===== config.mk =====
export PLATFORM = sky130hd
export DESIGN_NAME = real_bits_serializer
export DESIGN_NICKNAME = d
export VERILOG_FILES = /design/src/rtl/real_bits_serializer.sv
export SDC_FILE = /design/constraint.sdc
export NUM_CORES = 1
export LEC_CHECK = 0
export ABC_AREA = 0
export CORE_MARGIN = 3
export CORE_UTILIZATION = 43
export CTS_BUF_LIST = sky130_fd_sc_hd__clkbuf_8 sky130_fd_sc_hd__clkbuf_16
export DETAILED_ROUTE_END_ITERATION = 8
export PLACE_DENSITY = 0.76
export SLEW_MARGIN = 20
export SYNTH_ARGS = -nofsm -noshare
export SYNTH_HDL_FRONTEND = slang
export SYNTH_SLANG_ARGS = --single-unit

===== constraint.sdc =====
create_clock -name clk -period 1.4 [get_ports clk]
set_input_delay 0.21 -clock clk [delete_from_list [all_inputs] [get_ports clk]]
set_output_delay 0.21 -clock clk [all_outputs]
set_load 0.05 [all_outputs]

===== src/rtl/real_bits_serializer.sv =====
// real_bits_serializer
//   Splits a 64-bit real bit pattern ($realtobits encoding) into BEAT_W-wide
//   beats. Beats go out most significant first, with a valid/ready handshake
//   on both sides. A new word can be accepted on the same edge that the last
//   beat of the previous word is accepted, so back-to-back words have no gap.
//
//   Optional feature macro: REAL_BITS_SER_CLASSIFY_EN
//     When defined, adds out_class, which reports the class of the held word
//     (00 normal/subnormal, 01 zero, 10 infinity, 11 NaN).
//
//   Ports
//     clk        clock, rising edge
//     rst_n      asynchronous active-low reset
//     in_bits    [64:1] real bit pattern (64 sign, 63:53 exponent, 52:1 mantissa)
//     in_valid   in_bits is valid
//     in_ready   word is accepted when in_valid & in_ready
//     out_beat   current beat
//     out_valid  out_beat is valid
//     out_ready  beat is accepted when out_valid & out_ready
//     out_first  current beat is beat 0 of its word
//     out_last   current beat is the last beat of its word
//     busy       a word is held (same as out_valid)
//     out_class  class of the held word (only with the macro defined)
//
//   state | meaning
//   IDLE  | no word held, ready for input
//   SEND  | word held, presenting beat k
module real_bits_serializer #(
  parameter int BEAT_W = 16
) (
  input  logic              clk,
  input  logic              rst_n,
  input  logic [64:1]       in_bits,
  input  logic              in_valid,
  output logic              in_ready,
  output logic [BEAT_W-1:0] out_beat,
  output logic              out_valid,
  input  logic              out_ready,
  output logic              out_first,
  output logic              out_last,
  output logic              busy
`ifdef REAL_BITS_SER_CLASSIFY_EN
  ,
  output logic [1:0]        out_class
`endif
);

  localparam int NBEATS = 64 / BEAT_W;
  localparam int KW     = (NBEATS > 1) ? $clog2(NBEATS) : 1;
  localparam logic [KW-1:0] K_LAST = KW'(NBEATS - 1);

  typedef enum logic {IDLE = 1'b0, SEND = 1'b1} state_t;

  state_t      state;
  logic [KW-1:0] k;
  // The held word is shifted left by one beat after each accept, so the
  // current beat always sits in the top BEAT_W bits. This presents the same
  // value as indexing beat k out of the unshifted word.
  logic [63:0] hold;
  logic        load;
  logic        adv;

  assign adv      = out_valid & out_ready;
  assign in_ready = (state == IDLE) | (adv & out_last);
  assign load     = in_valid & in_ready;
  assign busy     = out_valid;
  assign out_beat = hold[63 -: BEAT_W];

`ifdef REAL_BITS_SER_CLASSIFY_EN
  // The sign bit is ignored, so -0.0 is classified as zero.
  function automatic logic [1:0] classify(input logic [63:1] b);
    if (b[63:53] == 11'h7FF)
      return (b[52:1] == '0) ? 2'b10 : 2'b11;
    else if (b[63:53] == 11'h000 && b[52:1] == '0)
      return 2'b01;
    else
      return 2'b00;
  endfunction
`endif

  always_ff @(posedge clk or negedge rst_n) begin
    if (!rst_n) begin
      state     <= IDLE;
      k         <= '0;
      hold      <= '0;
      out_valid <= 1'b0;
      out_first <= 1'b0;
      out_last  <= 1'b0;
`ifdef REAL_BITS_SER_CLASSIFY_EN
      out_class <= 2'b00;
`endif
    end else if (load) begin
      // Covers both a load from IDLE and a reload on the last-beat accept.
      state     <= SEND;
      k         <= '0;
      hold      <= in_bits;
      out_valid <= 1'b1;
      out_first <= 1'b1;
      out_last  <= (NBEATS == 1);
`ifdef REAL_BITS_SER_CLASSIFY_EN
      out_class <= classify(in_bits[63:1]);
`endif
    end else if (adv) begin
      if (out_last) begin
        state     <= IDLE;
        k         <= '0;
        out_valid <= 1'b0;
        out_first <= 1'b0;
        out_last  <= 1'b0;
      end else begin
        k         <= k + KW'(1);
        hold      <= hold << BEAT_W;
        out_first <= 1'b0;
        out_last  <= ((k + KW'(1)) == K_LAST);
      end
    end
  end

endmodule


Yosys cells after proc, flatten, opt, wreduce, memory -nomap -nowiden
Cells that the tools add are included.

Logic and storage cells: 31. Register bits after elaboration: 69. Input bits: 68. Output and inout port bits: 21.

Multiplexer cells: 14. Eq/ne operators: 2. Reduce and logical (&&, ||, !) cells: 4. Add/sub/neg operators: 1. Bitwise gates (word level): 5.

Operator list (number): two-way mux 64 bit (3); two-way mux 1 bit (8); two-way mux 2 bit (3); AND reduction 2 bit (2); nonzero test 2 bit (2); AND 1 bit (3); adder 2 x 1 -> 2 bit (second input constant) (1); equality test 2 bit (second input constant) (1); inequality test 2 x 1 -> 1 bit (second input constant) (1); inverter 1 bit (1); OR 1 bit (1).

Longest topological paths before layout
Word-level depth: 6. Mapped depth: 6. Mapped depth without buffers: 5.

Least setup slack after synthesis
OpenSTA, ideal clock, no wires.

Kind: flip-flop to flip-flop. Start point: register state. End point: register hold[16]. Slack: -0.783 ns. Cell stages (with the launch flop): 7. Required time: 1.274 ns. Data arrival time: 2.057 ns. Buffers on the path: 3. Library setup time: 0.126 ns. Clock period less this slack: 2.183 ns. Cells stage by stage: dfrtp_1 buf_4 a21bo_1 and2_4 buf_6 buf_6 a221o_1.

Longest elaborated chain between the ends: 6. Elaborated cells on any way between the ends: 9. Those cells by class: eq/ne (1); mux (1); bitwise (5); reduce/logical (2).

Ends and longest elaborated chain: start: declaration (line 54) `state_t state;`; start signal: assignment (line 83) `state <= IDLE;`; start signal: assignment (line 94) `state <= SEND;`; start signal: assignment (line 105) `state <= IDLE;`; AND 1 bit (2 in a row); OR 1 bit * (line 64) `assign in_ready = (state == IDLE) | (adv & out_last);`; named net in_ready (line 35) `output logic in_ready,`; AND 1 bit * (line 65) `assign load = in_valid & in_ready;`; inequality test 2 x 1 -> 1 bit (no line) / nonzero test 2 bit (equally long branches); AND reduction 2 bit (no line); end signal: assignment (line 96) `hold <= in_bits;`; end signal: assignment (line 112) `hold <= hold << BEAT_W;`; end: declaration (line 59) `logic [63:0] hold;`.

The timed path passes the listed nets; every way through them passes the cells marked *. A chain may end at the register's enable or synchronous reset.

Final worst setup path
Start point: register out_last. End point: register hold[51].

Longest elaborated chain between the ends: 5. Elaborated cells on any way between the ends: 7. Those cells by class: eq/ne (1); mux (1); bitwise (3); reduce/logical (2).

Ends and longest elaborated chain: start: declaration (line 40) `output logic out_last,`; start signal: assignment (line 99) `out_last <= (NBEATS == 1);`; start signal: assignment (line 114) `out_last <= ((k + KW'(1)) == K_LAST);`; AND 1 bit (line 64); OR 1 bit (line 64); AND 1 bit (line 65); inequality test 2 x 1 -> 1 bit (no line) / nonzero test 2 bit (equally long branches); AND reduction 2 bit (no line).

Parallel ways exist; a longest one is shown, timed or not.

==> impl_metrics.py <==
metrics = {
    "placement": {
        "detailedPlace.worstSlack_ns": -0.373,
        "port_buffers": 88,
        "gp_congestion": 0.834,
        "hpwl_um": 6060,
    },
    "clock_tree": {
        "clk_path_buf_depth": 2,
        "cts_root_buf": "clkbuf_8",
        "cts_tree": "built",
        "insertion_delay_ns": 0.33,
        "cts_inserted_buffers": 9,
        "clkTransAtPathRegs_ns": 0.07,
        "htree_levels": 3,
        "clock-sinks": 69,
    },
    "floorplan": {
        "core-area_um2": 7020,
        "pin_count": 89,
        "row_count": 30,
        "dieWidth_um": 92.5,
        "die_area_um2": 8560,
        "die_h_um": 92.5,
        "start_util_pct": 45.9,
    },
    "timing": {
        "setup_ws_ns": -0.0793,
        "clock_skew_ns": 0.00396,
        "whs_ns": 0.350,
        "setup_tns_ns": -2.19,
        "rsz0062_at_grt": "true",
        "hold_viol": 0,
        "max_freq_ghz": 0.676,
        "post-route-period-util_pct": 106,
        "setup-violations-final": 50,
        "maxSlewHeadroom_pct": 73.2,
        "tightest_slew_ns": 0.402,
        "drv_slew": 0,
        "min_period_ns": 1.48,
    },
    "global_routing": {
        "grt_use_total_pct": 20.6,
        "grt_pass1_wl_um": 13800,
        "grt_pass1_vias": 2715,
        "grt-ovfl-total": 0,
        "antenna_found_initial": 0,
        "grt_max_degree": 32,
    },
    "yosys": {
        "netlist_instances": 280,
        "synthSimpleGateAreaFrac_pct": 10.3,
        "synth_xor_area_share_pct": 0,
        "synth_seq_cells": 69,
        "yosysSeqAreaShare_pct": 53.6,
        "synth_compound_area_share_pct": 24.1,
        "synth_top_family_by_area": "compound AO/OA/AOI/OAI gates",
        "yosysWarnings": 0,
        "synth_mux_area_share_pct": 0.661,
        "syn_area_per_cell_um2": 11.5,
        "syn-num-nets": 349,
        "synthDistinctLibCells": 25,
        "syn-cell-area_um2": 3220,
        "synthAdderAreaFrac_pct": 0.389,
    },
    "run": {
        "max_cap_viol_count": 0,
    },
    "worst_setup_path": {
        "crit_path_start_kind": "flip-flop",
        "cp-end-kind": "flip-flop",
        "path_cells": "a21bo_4 > and2_4 > buf_4 > a221o_1",
        "critPathMaxStageDelay_ns": 0.44,
        "cp_data_required_time_ns": 1.62,
        "r2r_start": "out_last",
        "crit_type": "flip-flop to flip-flop",
        "worstPathMaxFanout": 6,
        "arrival_ns": 1.70,
        "worstSetupStartpoint": "out_last",
        "crit_slowest_cell": "dfrtp_2",
        "r2r_slack_ns": -0.08,
    },
    "status": {
        "violations": "negative setup slack",
        "status": "finished with violations",
    },
    "drt": {
        "finalWirelength_um": 8680,
        "vias": 2652,
        "drtIter0Drc": 195,
        "detail_route.vias_per_cell": 5.73,
        "post-route-drc-count": 0,
        "ant_nets": 0,
        "wl_per_cell_um": 18.7,
        "first_pass_iters": 4,
    },
    "cells_and_area": {
        "utilization_pct": 69.4,
        "nNetsFinal": 432,
        "diodes": 0,
        "mostFrequentLayoutCell": "dfrtp_1",
        "drive_gt1_share_pct": 25.9,
        "layout_common_cells": "dfrtp_1, clkdlybuf4s50_1, and2_1, a221o_1, buf_12",
        "syn2layout_area_growth_pct": 51.2,
    },
    "worst_hold_path": {
        "min_path_type": "input port to async pin",
    },
    "power": {
        "p_leak_uw": 0.00216,
        "vdd_drop_max_uv": 1200,
        "power.density_nw_per_um2": 2150,
        "totalPowerFinal_uw": 10500,
    },
}
==> report_power, final <==
group / internal (uW) / switching [uW]
combinational: 2800 / 2450
clock: 871 / 692
sequential: 2860 / 774
==> what timing repair did <==
action	in CTS	in global routing
buffers inserted	2	0
hold endpoints to repair	28	0
endpoints found under the setup margin	41	56
resized for setup	6	13
gates cloned	0	1
pin swaps	2	7
hold buffers	1	0
==> worst max-delay path: cells and delay by family, from the launching register on <==
| kind | cells | cell delay, ns |
|---|---|---|
| compound gates | 2 | 0.57 |
| flops | 1 | 0.44 |
| simple gates | 1 | 0.19 |
| buf+inv | 1 | 0.16 |
==> path summary, 6_finish.rpt <==
kind / to / cells past startpoint
setup / recovery: hold[51] / 4
hold / removal: k[1] / 2
setup reg to reg: hold[51] / 4
hold reg to reg: hold[3] / 1
max in group asynchronous: hold[47] / 3
min in group clk: hold[53] / 3
==> cells in the mapped netlist, drive strengths merged <==
library cell	instances	share of area, %
buf	32	7.4
a21o	1	0.23
nor2	2	0.23
and2	31	6.1
a21bo	1	0.31
a221oi	18	4.9
a22o	19	5.2
inv	19	2.2
o22ai	18	3.5
nor2b	1	0.19
clkbuf	11	1.3
nand2	1	0.12
a221o	30	9.3
dfrtp	69	54
mux2i	1	0.31
nand2b	3	0.58
o21ai	2	0.66
mux2	1	0.35
ha	1	0.39
nor3	18	2.8
and3b	1	0.27
==> flip-flops by register name, summed over array words and instances, names as in the netlist <==
name / cells
out_first: 1
out_last: 1
state: 1
k: 2
hold: 64
==> area by class of cell <==
cell class	instances	area, um^2
Clock buffer	14	193
Clock inverter	1	3.75
Fill cell	517	2150
Inverter	19	71.3
Multi-Input combinational cell	149	1330
Sequential cell	69	1730
Tap cell	96	120
Timing Repair Buffer	115	1430
==> per-stage QoR <==
stage | instances | area (um^2)
6_report | 463 | 4870
5_1_grt | 463 | 4870
4_1_cts | 462 | 4760
3_5_place_dp | 444 | 4510
3_3_place_gp | 444 | 4510
2_1_floorplan | 280 | 3320
==> logic make-up (layout without fill, tap and decap cells) <==
group	count (synthesis)	after routing
simple gates	57	57
fa+ha+maj	1	1
mux	2	2
compound gates	89	89
buf+inv	62	149
flops	69	69
==> per-layer routing <==
metal  up-vias  share of wire, %  track usage [%]
li1       1208                 -                -
met1      1332                44             27.7
met2        97                50             33.0
met3        15               4.9             3.66
met4         0               1.8             8.04
met5         -                 0                0
(Power assumes the default switching activity.)
